[src/rtl/pipe_vr.sv]
// pipe_vr: three-stage valid/ready pipeline computing f = ((a+b) +/- (c-d)) * d.
// Each stage advances independently, so empty stages fill even while downstream stalls.
module pipe_vr #(
    parameter int N = 10
) (
    input  logic           clk,
    input  logic           rst,
    input  logic           in_valid,
    output logic           in_ready,
    input  logic [N-1:0]   a,
    input  logic [N-1:0]   b,
    input  logic [N-1:0]   c,
    input  logic [N-1:0]   d,
    input  logic           mode,
    input  logic           flush,
    output logic           out_valid,
    input  logic           out_ready,
    output logic [2*N-1:0] f,
    output logic [1:0]     count
);

    logic           v1, v2, v3;
    logic [N-1:0]   x1, x2, d1, x3, d2;
    logic           m1;
    logic           e1, e2, e3;
    logic           v1_next, v2_next, v3_next;
    logic [N-1:0]   x3_next;
    logic [2*N-1:0] prod;
    logic [1:0]     count_next;

    always_comb begin
        e3 = !v3 || out_ready;
        e2 = !v2 || e3;
        e1 = !v1 || e2;
        // Nothing is captured on a flush or reset edge, so never advertise readiness then.
        in_ready = e1 && !flush && !rst;

        x3_next = m1 ? (x1 - x2) : (x1 + x2);
        prod    = {{N{1'b0}}, x3} * {{N{1'b0}}, d2};

        v1_next = e1 ? in_valid : v1;
        v2_next = e2 ? v1 : v2;
        v3_next = e3 ? v2 : v3;
        count_next = {1'b0, v1_next} + {1'b0, v2_next} + {1'b0, v3_next};
    end

    always_ff @(posedge clk) begin
        if (rst) begin
            v1    <= 1'b0;
            v2    <= 1'b0;
            v3    <= 1'b0;
            x1    <= '0;
            x2    <= '0;
            d1    <= '0;
            m1    <= 1'b0;
            x3    <= '0;
            d2    <= '0;
            f     <= '0;
            count <= '0;
        end else if (flush) begin
            v1    <= 1'b0;
            v2    <= 1'b0;
            v3    <= 1'b0;
            count <= '0;
        end else begin
            if (e1) begin
                x1 <= a + b;
                x2 <= c - d;
                d1 <= d;
                m1 <= mode;
                v1 <= in_valid;
            end
            if (e2) begin
                x3 <= x3_next;
                d2 <= d1;
                v2 <= v1;
            end
            if (e3) begin
                f  <= prod;
                v3 <= v2;
            end
            count <= count_next;
        end
    end

    assign out_valid = v3;

endmodule

[config.mk]
export PLATFORM = sky130hd
export DESIGN_NAME = pipe_vr
export DESIGN_NICKNAME = d
export VERILOG_FILES = /design/src/rtl/pipe_vr.sv
export SDC_FILE = /design/constraint.sdc
export NUM_CORES = 1
export LEC_CHECK = 0
export CORE_UTILIZATION = 40
export CTS_CLUSTER_SIZE = 8
export DETAILED_ROUTE_END_ITERATION = 7
export PLACE_DENSITY = 0.66
export REMOVE_ABC_BUFFERS = 1
export SLEW_MARGIN = 15
export SYNTH_ARGS = -nofsm -noshare
export SYNTH_HDL_FRONTEND = slang
export SYNTH_SLANG_ARGS = --single-unit
[constraint.sdc]
create_clock -name clk -period 5.6 [get_ports clk]
set_input_delay 1.4 -clock clk [delete_from_list [all_inputs] [get_ports clk]]
set_output_delay 1.4 -clock clk [all_outputs]
set_load 0.005 [all_outputs]
## Yosys cells after proc, flatten, opt, wreduce, memory -nomap -nowiden

Index checks and enable logic that the tools add are counted.

| word-level totals | value |
|---|---|
| memory bits (read-only) | 0 |
| logic and storage cells | 37 |
| memories | 0 |
| RAM bits | 0 |
| bits in latches | 0 |
| register bits | 76 |
| input port bits | 46 |
| output and inout port bits | 24 |

| cells by class | value |
|---|---|
| shift operators | 0 |
| bitwise operators | 1 |
| reductions and logical operators | 14 |
| $lt $le $gt $ge | 0 |
| add/sub/neg operators | 6 |
| divide/modulo/power cells | 0 |
| equal/unequal tests | 0 |
| multiplexer cells | 4 |
| multipliers | 1 |

Operator list:

| kind | count |
|---|---|
| adder 10 bit | 2 |
| multiplier 10 x 10 -> 20 bit | 1 |
| subtractor 10 bit | 2 |
| 2-to-1 mux 10 bit | 1 |
| AND reduction 2 bit | 3 |
| logical NOT 1 bit | 5 |
| logical OR 1 bit | 3 |
| 2-to-1 mux 1 bit | 3 |
| adder 1 x 1 -> 2 bit | 1 |
| adder 2 x 1 -> 2 bit | 1 |
| logical AND 1 bit | 2 |
| OR reduction 2 bit | 1 |
| inverter 1 bit | 1 |

## Longest topological paths before layout

Gate-level depths: netlist of run 1.

| logic depth | value |
|---|---|
| depth in word-level cells | 7 |
| mapped depth | 20 |
| mapped depth without buffers | 19 |

## Worst setup path before layout of run 1

No wires, ideal clock.

| timing | value |
|---|---|
| path kind | register to register |
| from | register d2[1] |
| to | register f[15] |
| buffers on the path | 1 |
| clock period less this slack | 4.914 ns |
| data arrival time | 4.790 ns |
| setup slack | 0.686 ns |
| required time | 5.476 ns |
| cell stages (with the launch flop) | 20 |
| setup time | 0.124 ns |
| path through | dfxtp_1 -> clkbuf_1 -> nand2_1 -> fa_1 -> inv_1 -> fa_1 -> inv_1 -> fa_1 -> inv_1 -> fa_1 -> inv_1 -> fa_1 -> inv_1 -> ha_1 -> nor3b_1 -> a211oi_1 -> nand3_1 -> a31oi_1 -> xor2_1 -> o21ai_0 |

| on the way | value |
|---|---|
| cells in the longest elaborated chain, start to end | 1 |

RTL lines:

| what | RTL line | RTL |
|---|---|---|
| start: declaration | 23 | `logic [N-1:0] x1, x2, d1, x3, d2;` |
| start signal: assignment | 57 | `d2 <= '0;` |
| start signal: assignment | 75 | `d2 <= d1;` |
| multiplier 10 x 10 -> 20 bit | 39 | `prod = {{N{1'b0}}, x3} * {{N{1'b0}}, d2};` |
| end signal: assignment | 79 | `f <= prod;` |
| end: declaration | 18 | `output logic [2*N-1:0] f,` |

Every way passes these cells.
A chain may end at the register's enable or synchronous reset.

## Worst setup path after layout of run 1

| timing | value |
|---|---|
| from | register d2[1] |
| to | register f[19] |

The elaborated chain is that of the path after synthesis.

==> flow_metrics.env, run 1 <==
export IMPL_route_met3_wl_um=471
export IMPL_wirelength_um=15900
export IMPL_finalCritPeriodShare=0.943
export IMPL_wl_met2_um=7630
export IMPL_postCtsSetupBuffers=0
export IMPL_grt_max_degree=65
export IMPL_synth_area_sq_mm=0.00731
export IMPL_drive_gt1_frac=0.0380
export IMPL_insertion_delay_ps=350
export IMPL_ys_seq_area_frac=0.208
export IMPL_die_area_sq_mm=0.0188
export IMPL_fmax_ghz=0.189
export IMPL_fin_tns_setup_ps=0
export IMPL_dpl_worst_slack_ps=358
export IMPL_ant_nets=0
export IMPL_path_clk_slew_ps=60
export IMPL_switching_share=0.315
export IMPL_synthFlopType="dfxtp_1"
export IMPL_status="completed"
export IMPL_worstReg2RegStart="d2[1]"
export IMPL_critPathKind="reg -> reg"
export IMPL_tightest_slew_ps=883
export IMPL_grt_pass1_wl_um=27400
export IMPL_synth_common_cells="nand2_1 (143), inv_1 (105), ha_1 (83)"
export IMPL_p_switching_uw=527
export IMPL_core_sq_mm=0.0180
export IMPL_whs_ps=450
export IMPL_synth_enable_flop_cells=0
export IMPL_yosys_top_cells_area="dfxtp_1 (21%), fa_1 (18%), ha_1 (14%)"
export IMPL_yosys_warnings=0
export IMPL_fill_cells=1740
export IMPL_dp_hpwl_um=12500
export IMPL_antenna_found_initial=0
export IMPL_seqPwrFrac=0.382
export IMPL_ctsHoldBuffers=0
export IMPL_cp_end_kind="register"
export IMPL_grt_pass1_vias=5741
export IMPL_cp_start_kind="register"
export IMPL_ir_drop_v=0.000129
export IMPL_overflow=0
export IMPL_fin_nets=1138
export IMPL_drt_iter0_drc=297
export IMPL_cts_root_buf="clkbuf_16"
export IMPL_worstPathRequired_ps=5820
export IMPL_synthArstFlopShare=0
export IMPL_met1_length_um=7580
export IMPL_viasPerCell=5.02
export IMPL_setup_violations_final=0
export IMPL_drv_cap=0
export IMPL_initial_core_util=0.407
export IMPL_synth_cell_type_count=48
export IMPL_routed_top_layer="met4"
export IMPL_die_h_um=137
export IMPL_cts_tree="built"
export IMPL_hold_violations=0
export IMPL_pwr_share_comb=0.264
export IMPL_hold_class="reg -> reg"
export IMPL_n_antenna_cell=0
export IMPL_clockPowerShare=0.354
export IMPL_syn_inst=896
export IMPL_finClkSkew_ps=7.15
export IMPL_p_per_area_mw_per_mm2=197
export IMPL_regArea_sq_mm=0.00152
export IMPL_pin_count=70
export IMPL_period_minus_slack_ps=5280
export IMPL_synthMostInstantiatedCell="nand2_1"
export IMPL_drc_errors=0
export IMPL_grt_setup_unrepaired="no"
export IMPL_hold_path_startpoint="f[2]"
export IMPL_wl_per_cell_um=13.6
export IMPL_multi_input_area_sq_mm=0.00523
export IMPL_p_leak_uw=0.00397
export IMPL_vias=5902
export IMPL_numCtsBuffers=9
export IMPL_syn_to_final_growth_pct=16.1
export IMPL_synth_top_cell_area_share=0.208
export IMPL_first_pass_iters=4
export IMPL_die_w_um=137
export IMPL_synth_seq_cells=76
export IMPL_cp_arrival_ps=5500
export IMPL_grt_use_total=0.186
export IMPL_synth_top_area_cell="dfxtp_1"
export IMPL_setup_worst_path_start="d2[1]"
export IMPL_maxSlewHeadroom=0.403
export IMPL_gp_congestion=0.869
export IMPL_maxSlewViolCount=0
export IMPL_clockBufferDepth=2
export IMPL_cts_resized=0
export IMPL_rows=49
export IMPL_fin_ws_ps=320
export IMPL_synth_avg_cell_area_sq_um=8.16
export IMPL_cts_max_level=3
export IMPL_cts_sink_count=76
export IMPL_crit_path_max_fanout=11
export IMPL_p_int_uw=1150
export IMPL_portBuffers=69
[cells by family (layout without fill, tap and decap cells)]
kind of cell / after synthesis / in the layout / synth area share
flops: 76 / 76 / 0.208
mux: 2 / 2 / 0.00274
simple gates: 316 / 316 / 0.207
compound gates: 166 / 166 / 0.137
xor+xnor: 38 / 38 / 0.0455
fa+ha+maj: 149 / 149 / 0.323
buf+inv: 149 / 200 / 0.0770
[area by class of cell]
type,instances,area share
Clock inverter,4,0.00589
Sequential cell,76,0.179
Multi-Input combinational cell,671,0.616
Inverter,105,0.0464
Timing Repair Buffer,80,0.0904
Clock buffer,11,0.0286
Tap cell,229,0.0337
[worst paths after layout]
path	end	slack, ps	cells after the start
setup / recovery	f[19]	320	18
setup reg to reg	f[19]	320	18
hold reg to reg	f[2]	450	2
hold / removal	f[2]	450	2
[layout by cell type (no fill, tap or decap), types with 3 or more instances in the layout]
| cell | netlist | routed |
|---|---|---|
| clkbuf_16 | 0 | 9 |
| clkdlybuf4s50_1 | 0 | 68 |
| a21boi_0 | 4 | 4 |
| a21oi_1 | 78 | 78 |
| a21o_1 | 10 | 10 |
| nand3b_1 | 3 | 3 |
| or3_1 | 3 | 3 |
| xnor2_1 | 29 | 29 |
| o21ai_0 | 28 | 28 |
| or4_1 | 3 | 3 |
| nand2b_1 | 5 | 5 |
| nand2_1 | 143 | 143 |
| and2_1 | 65 | 65 |
| nor3b_1 | 8 | 8 |
| ha_1 | 83 | 83 |
| or2_2 | 4 | 4 |
| o31ai_1 | 3 | 3 |
| nor3_1 | 12 | 12 |
| o211ai_1 | 4 | 4 |
| dfxtp_1 | 76 | 76 |
| nor2_1 | 42 | 41 |
| buf_4 | 0 | 11 |
| nand3_1 | 14 | 14 |
| nor2b_1 | 7 | 7 |
| a211oi_1 | 13 | 13 |
| o21a_1 | 6 | 6 |
| inv_1 | 105 | 105 |
| o21bai_1 | 4 | 4 |
| xor2_1 | 9 | 9 |
| fa_1 | 66 | 66 |
[critical path, cell delays in order, from the launching register on]
cell	delay, ps
dfxtp_1	520
nand2_1	160
fa_1	560
inv_1	50
fa_1	510
inv_1	60
fa_1	520
inv_1	50
fa_1	530
inv_1	50
fa_1	530
inv_1	40
ha_1	350
nor3b_1	170
a211oi_1	390
nand3_1	180
nor3b_1	190
o21ai_0	170
o311ai_1	120
[layer usage]
| layer | global-route usage | vias up |
|---|---|---|
| li1 | - | 3008 |
| met1 | 0.253 | 2764 |
| met2 | 0.304 | 111 |
| met3 | 0.0228 | 19 |
| met4 | 0.0647 | 0 |
| met5 | 0 | - |
[power by group through the flow]
stage               combinational [uW]  sequential [uW]  clock, uW
global route                       504              646        635
detailed placement                 444              651          0
finish                             442              639        592
floorplan                          301              632          0
CTS                                448              639        608
global placement                   439              648          0
[per-stage QoR]
stage                     cell area [sq um]  power [uW]  std cells  utilization
final                                  8500        1670       1176        0.473
after global routing                   8500        1780       1176        0.473
after CTS                              8500        1690       1176        0.473
after detailed placement               8200        1090       1161        0.457
after global placement                 8200        1090       1161        0.457
after floorplan                        7150         933        852            -
[flip-flops by register name, summed over array words and instances (netlist names)]
name / cells
v2: 1
m1: 1
out_valid: 1
x1: 10
f: 20
d2: 10
v1: 1
x2: 10
count: 2
d1: 10
x3: 10
Note: power is estimated with default switching activity, not from simulation.
==> run 2: changes to the inputs <==
--- a/config.mk
+++ b/config.mk
@@ -5,10 +5,11 @@
 export SDC_FILE = /design/constraint.sdc
 export NUM_CORES = 1
 export LEC_CHECK = 0
-export CORE_UTILIZATION = 40
+export ABC_CLOCK_PERIOD_IN_PS = 5600
+export CORE_UTILIZATION = 59
 export CTS_CLUSTER_SIZE = 8
 export DETAILED_ROUTE_END_ITERATION = 7
-export PLACE_DENSITY = 0.66
+export PLACE_DENSITY = 0.89
 export REMOVE_ABC_BUFFERS = 1
 export SLEW_MARGIN = 15
 export SYNTH_ARGS = -nofsm -noshare
==> run 2 against run 1 <==
Core utilization grew 22 points; fmax is 0.29% lower; worst setup slack worse by 15 ps; flip-flop and latch count unchanged; critical path type unchanged; highest routed layer unchanged; register-to-register slack got worse by 20 ps; critical path depth stayed put; via count is 3.6% higher; largest power group unchanged; global-route usage rose by 8.1 points; routed wire length down 0.18%; non-clock buffer count decreased by 5; first-iteration DRC count is 27% higher.
==> flow_metrics.env, run 2 (synthesis results as in run 1) <==
export IMPL_p_leak_uw=0.00396
export IMPL_n_antenna_cell=0
export IMPL_crit_path_max_fanout=11
export IMPL_ant_nets=0
export IMPL_gp_congestion=0.922
export IMPL_fill_cells=915
export IMPL_grt_use_total=0.267
export IMPL_hold_violations=0
export IMPL_drc_errors=0
export IMPL_drt_iter0_drc=376
export IMPL_rows=40
export IMPL_final_cell_mix="nand2_1 (143), inv_1 (105), ha_1 (83)"
export IMPL_crit_family="adder cells"
export IMPL_cp_arrival_ps=5530
export IMPL_fin_nets=1133
export IMPL_setup_violations_final=0
export IMPL_first_pass_iters=5
export IMPL_maxSlewHeadroom=0.519
export IMPL_worstPathRequired_ps=5830
export IMPL_die_w_um=113
export IMPL_grt_max_degree=65
export IMPL_final_util=0.697
export IMPL_crit_buf_inv=5
export IMPL_syn_to_final_growth_pct=14.9
export IMPL_overflow=0
export IMPL_cp_slowest_cell="fa_1"
export IMPL_cp_start_kind="register"
export IMPL_rrSetupSlack_ps=300
export IMPL_grt_pass1_wl_um=27000
export IMPL_regMostFlops="f"
export IMPL_die_h_um=113
export IMPL_core_sq_mm=0.0121
export IMPL_critPathKind="reg -> reg"
export IMPL_pin_count=70
export IMPL_layout_commonest_cell="nand2_1"
export IMPL_crit_path_cell_trace="nand2_1 -> fa_1 -> inv_1 -> fa_1 -> inv_1 -> fa_1 -> inv_1 -> fa_1 -> inv_1 -> fa_1 -> inv_1 -> ha_1 -> nor3b_1 -> a211oi_1 -> nand3_1 -> a31oi_1 -> xor2_1 -> o21ai_0"
export IMPL_insertion_delay_ps=360
export IMPL_cp_end_kind="register"
export IMPL_die_area_sq_mm=0.0128
export IMPL_viasPerCell=5.51
export IMPL_clockBufferDepth=2
export IMPL_fmax_ghz=0.189
export IMPL_finalCritPeriodShare=0.946
export IMPL_postCtsSetupBuffers=0
export IMPL_largest_reg_flops=20
export IMPL_fin_tns_setup_ps=0
export IMPL_initial_core_util=0.606
export IMPL_cts_max_level=3
export IMPL_tightest_slew_ps=712
export IMPL_status="completed"
export IMPL_cts_tree="built"
export IMPL_cts_sink_count=76
export IMPL_drive_gt1_frac=0.0340
export IMPL_finClkSkew_ps=7.81
export IMPL_dp_hpwl_um=12400
export IMPL_wl_per_cell_um=14.3
export IMPL_vias=6113
export IMPL_grt_pass1_vias=5930
export IMPL_path_clk_slew_ps=60
export IMPL_grt_setup_unrepaired="no"
export IMPL_p_per_area_mw_per_mm2=204
export IMPL_period_minus_slack_ps=5300
export IMPL_drv_cap=0
export IMPL_numCtsBuffers=9
export IMPL_ctsHoldBuffers=0
export IMPL_antenna_found_initial=0
export IMPL_hold_class="reg -> reg"
export IMPL_cts_resized=0
export IMPL_portBuffers=69
export IMPL_wirelength_um=15900
export IMPL_maxSlewViolCount=0
export IMPL_ir_drop_v=0.000152
export IMPL_cts_root_buf="clkbuf_16"
export IMPL_slowest_delay_ps=550
[run 2: per-layer routing]
| metal | up-vias | part of all wire | wire length, um | GRT usage |
|---|---|---|---|---|
| li1 | 3000 | - | - | - |
| met1 | 2904 | 0.44 | 7020 | 0.339 |
| met2 | 174 | 0.49 | 7780 | 0.452 |
| met3 | 35 | 0.042 | 674 | 0.0359 |
| met4 | 0 | 0.028 | 442 | 0.125 |
| met5 | - | 0 | 0 | 0 |
[run 2: worst paths after layout]
path                            startpoint  cells after the start     to
worst min-delay path                 f[11]                      2  f[11]
worst max register to register       x3[7]                     18  f[15]
worst min register to register       f[11]                      2  f[11]
worst max-delay path                 x3[7]                     18  f[15]
[run 2: through the flow]
step	total power [uW]	std cells	hold WS [ps]	setup slack [ps]	cell area, sq um
2_1_floorplan	933	852	426	800	7150
3_3_place_gp	1060	1095	437	494	8090
3_5_place_dp	1080	1095	445	404	8090
4_1_cts	1710	1110	454	344	8400
5_1_grt	1800	1110	462	55.0	8400
6_report	1710	1110	451	305	8400
[run 2: report_power, final]
part / switching [uW] / total [uW] / internal (uW)
clock network: 245 / 633 / 388
registers: 63.4 / 644 / 581
logic: 227 / 434 / 207
total: 536 / 1710 / 1180
[run 2: layout make-up]
type | instances | area (sq um) | share of cell area
multi-input cells | 671 | 5230 | 0.623
clock buffers | 9 | 225 | 0.0268
repair buffers | 75 | 731 | 0.0870
well taps | 168 | 210 | 0.0250
inverters | 105 | 394 | 0.0469
flip-flops and latches | 76 | 1520 | 0.181
clock inverters | 6 | 87.6 | 0.0104
[run 2: worst reg2reg max path: cells and delay by family, from the launching register on]
| family | cells | cell delay, ps |
|---|---|---|
| AO/OA/AOI/OAI | 3 | 690 |
| XOR/XNOR | 1 | 150 |
| adder cells (fa/ha/maj) | 6 | 3000 |
| buffers and inverters | 5 | 280 |
| flip-flops | 1 | 540 |
| AND/OR/NAND/NOR | 3 | 490 |
==> run 3: changes to the inputs <==
--- a/config.mk
+++ b/config.mk
@@ -6,6 +6,7 @@
 export NUM_CORES = 1
 export LEC_CHECK = 0
 export ABC_CLOCK_PERIOD_IN_PS = 5600
+export CORE_MARGIN = 5
 export CORE_UTILIZATION = 59
 export CTS_CLUSTER_SIZE = 8
 export DETAILED_ROUTE_END_ITERATION = 7
==> run 3 against run 2 <==
Clock skew is 2.0 ps higher; die area is 15% higher; worst setup slack better by 68 ps; non-clock buffer count is 1 higher; worst hold slack worse by 2.6 ps; clock power is 3% higher; sequential power hardly changed; routed wire length is 2.3% higher; flip-flop and latch count stayed put; critical path depth stayed put; largest cell class unchanged.
==> flow_metrics.env, run 3 (synthesis results as in run 1) <==
export IMPL_status="completed"
export IMPL_pwr_share_comb=0.251
export IMPL_vias=6185
export IMPL_die_area_sq_mm=0.0147
export IMPL_hold_violations=0
export IMPL_tightest_slew_ps=702
export IMPL_drt_iter0_drc=445
export IMPL_portBuffers=69
export IMPL_fmax_ghz=0.191
export IMPL_grt_pass1_vias=6048
export IMPL_cts_sink_count=76
export IMPL_dp_hpwl_um=12500
export IMPL_seqPwrFrac=0.372
export IMPL_overflow=0
export IMPL_ant_nets=0
export IMPL_syn_to_final_growth_pct=15.2
export IMPL_core_sq_mm=0.0121
export IMPL_antenna_found_initial=0
export IMPL_maxSlewHeadroom=0.526
export IMPL_period_minus_slack_ps=5230
export IMPL_regMostFlops="f"
export IMPL_cp_end_kind="register"
export IMPL_p_switching_uw=547
export IMPL_final_cell_mix="nand2_1 (143), inv_1 (105), ha_1 (83)"
export IMPL_wl_per_cell_um=14.6
export IMPL_cts_max_level=3
export IMPL_cp_start_kind="register"
export IMPL_p_leak_uw=0.00397
export IMPL_drc_errors=0
export IMPL_finClkSkew_ps=9.82
export IMPL_grt_setup_unrepaired="no"
export IMPL_final_cell_area_sq_mm=0.00843
export IMPL_hold_class="reg -> reg"
export IMPL_die_w_um=121
export IMPL_p_int_uw=1180
export IMPL_grt_max_degree=65
export IMPL_ir_drop_v=0.000125
export IMPL_dpl_instance_area_sq_mm=0.00810
export IMPL_fill_cells=904
export IMPL_final_util=0.699
export IMPL_numCtsBuffers=9
export IMPL_initial_core_util=0.606
export IMPL_postCtsSetupBuffers=0
export IMPL_crit_path_max_fanout=11
export IMPL_largest_reg_flops=20
export IMPL_critPathKind="reg -> reg"
export IMPL_pin_count=70
export IMPL_n_antenna_cell=0
export IMPL_cts_root_buf="clkbuf_16"
export IMPL_fin_tns_setup_ps=0
export IMPL_slowest_delay_ps=540
export IMPL_rows=40
export IMPL_worstPathRequired_ps=5840
export IMPL_clockBufferDepth=2
export IMPL_setup_violations_final=0
export IMPL_switching_share=0.316
export IMPL_insertion_delay_ps=360
export IMPL_fin_nets=1134
export IMPL_maxSlewViolCount=0
export IMPL_grt_pass1_wl_um=27600
export IMPL_gp_congestion=0.864
export IMPL_finalCritPeriodShare=0.933
export IMPL_drive_gt1_frac=0.0371
export IMPL_drv_cap=0
export IMPL_clockPowerShare=0.377
export IMPL_cts_tree="built"
export IMPL_layout_commonest_cell="nand2_1"
export IMPL_wirelength_um=16300
export IMPL_crit_path_cell_trace="nand2_1 -> fa_1 -> inv_1 -> fa_1 -> inv_1 -> fa_1 -> inv_1 -> fa_1 -> inv_1 -> fa_1 -> inv_1 -> ha_1 -> nor3b_1 -> a211oi_2 -> nand3_1 -> a31oi_1 -> xor2_1 -> o21ai_0"
export IMPL_die_h_um=121
export IMPL_cp_arrival_ps=5460
export IMPL_grt_use_total=0.232
export IMPL_cp_slowest_cell="dfxtp_1"
export IMPL_first_pass_iters=6
export IMPL_whs_ps=449
export IMPL_path_clk_slew_ps=70
export IMPL_viasPerCell=5.56
export IMPL_p_per_area_mw_per_mm2=205
[run 3: cell types whose count changed in the layout (fill, tap and decap cells not counted)]
cell and change:
clkinvlp_4 +1, a211oi_2 +1, inv_6 +1, buf_4 +1, a211oi_1 -1, clkinv_2 -1
[run 3: power groups by stage]
| stage | Combinational, uW | Sequential [uW] | Clock (uW) |
|---|---|---|---|
| 4_1_cts | 436 | 641 | 657 |
| 3_5_place_dp | 432 | 652 | 0 |
| 5_1_grt | 490 | 648 | 676 |
| 2_1_floorplan | 301 | 632 | 0 |
| 3_3_place_gp | 418 | 648 | 0 |
| 6_report | 434 | 643 | 651 |
[run 3: per-stage QoR]
step / setup slack (ps) / power (uW) / std cells
after floorplan: 800 / 933 / 852
after global placement: 504 / 1070 / 1096
after global routing: 94.2 / 1810 / 1112
after CTS: 300 / 1730 / 1112
final: 373 / 1730 / 1112
after detailed placement: 294 / 1080 / 1096
[run 3: worst max-delay path, delay by kind of cell (launching register included)]
family	cells	cell delay, ps
buffers and inverters	5	260
adders and majority gates	6	2990
xor gates and xnor gates	1	190
and+or+nand+nor	3	470
DFF	1	540
AOI/OAI and AO/OA	3	630
[run 3: path summary, 6_finish.rpt]
| kind | end | cells past startpoint | slack [ps] | from |
|---|---|---|---|---|
| hold / removal | f[12] | 2 | 450 | f[12] |
| setup reg to reg | f[15] | 18 | 370 | x3[7] |
| hold reg to reg | f[12] | 2 | 450 | f[12] |
| setup / recovery | f[15] | 18 | 370 | x3[7] |
[run 3: routing by layer]
metal / GRT usage / vias to the layer above / wire, um
met4: 0.0952 / 0 / 469
met2: 0.380 / 183 / 7860
met3: 0.0387 / 39 / 889
met1: 0.305 / 2965 / 7050
li1: - / 2998 / -
met5: 0 / - / 0
[run 3: cell type report]
type | instances | area (sq um) | area share
Multi-Input combinational cell | 671 | 5240 | 0.622
Sequential cell | 76 | 1520 | 0.181
Timing Repair Buffer | 76 | 738 | 0.0876
Inverter | 105 | 394 | 0.0468
Clock buffer | 9 | 225 | 0.0267
Tap cell | 168 | 210 | 0.0249
Clock inverter | 7 | 98.8 | 0.0117
[run 3: repair_timing]
action	in CTS	in global routing
endpoints found under the setup margin	0	2
hold buffers	0	0
gates resized for setup	0	1
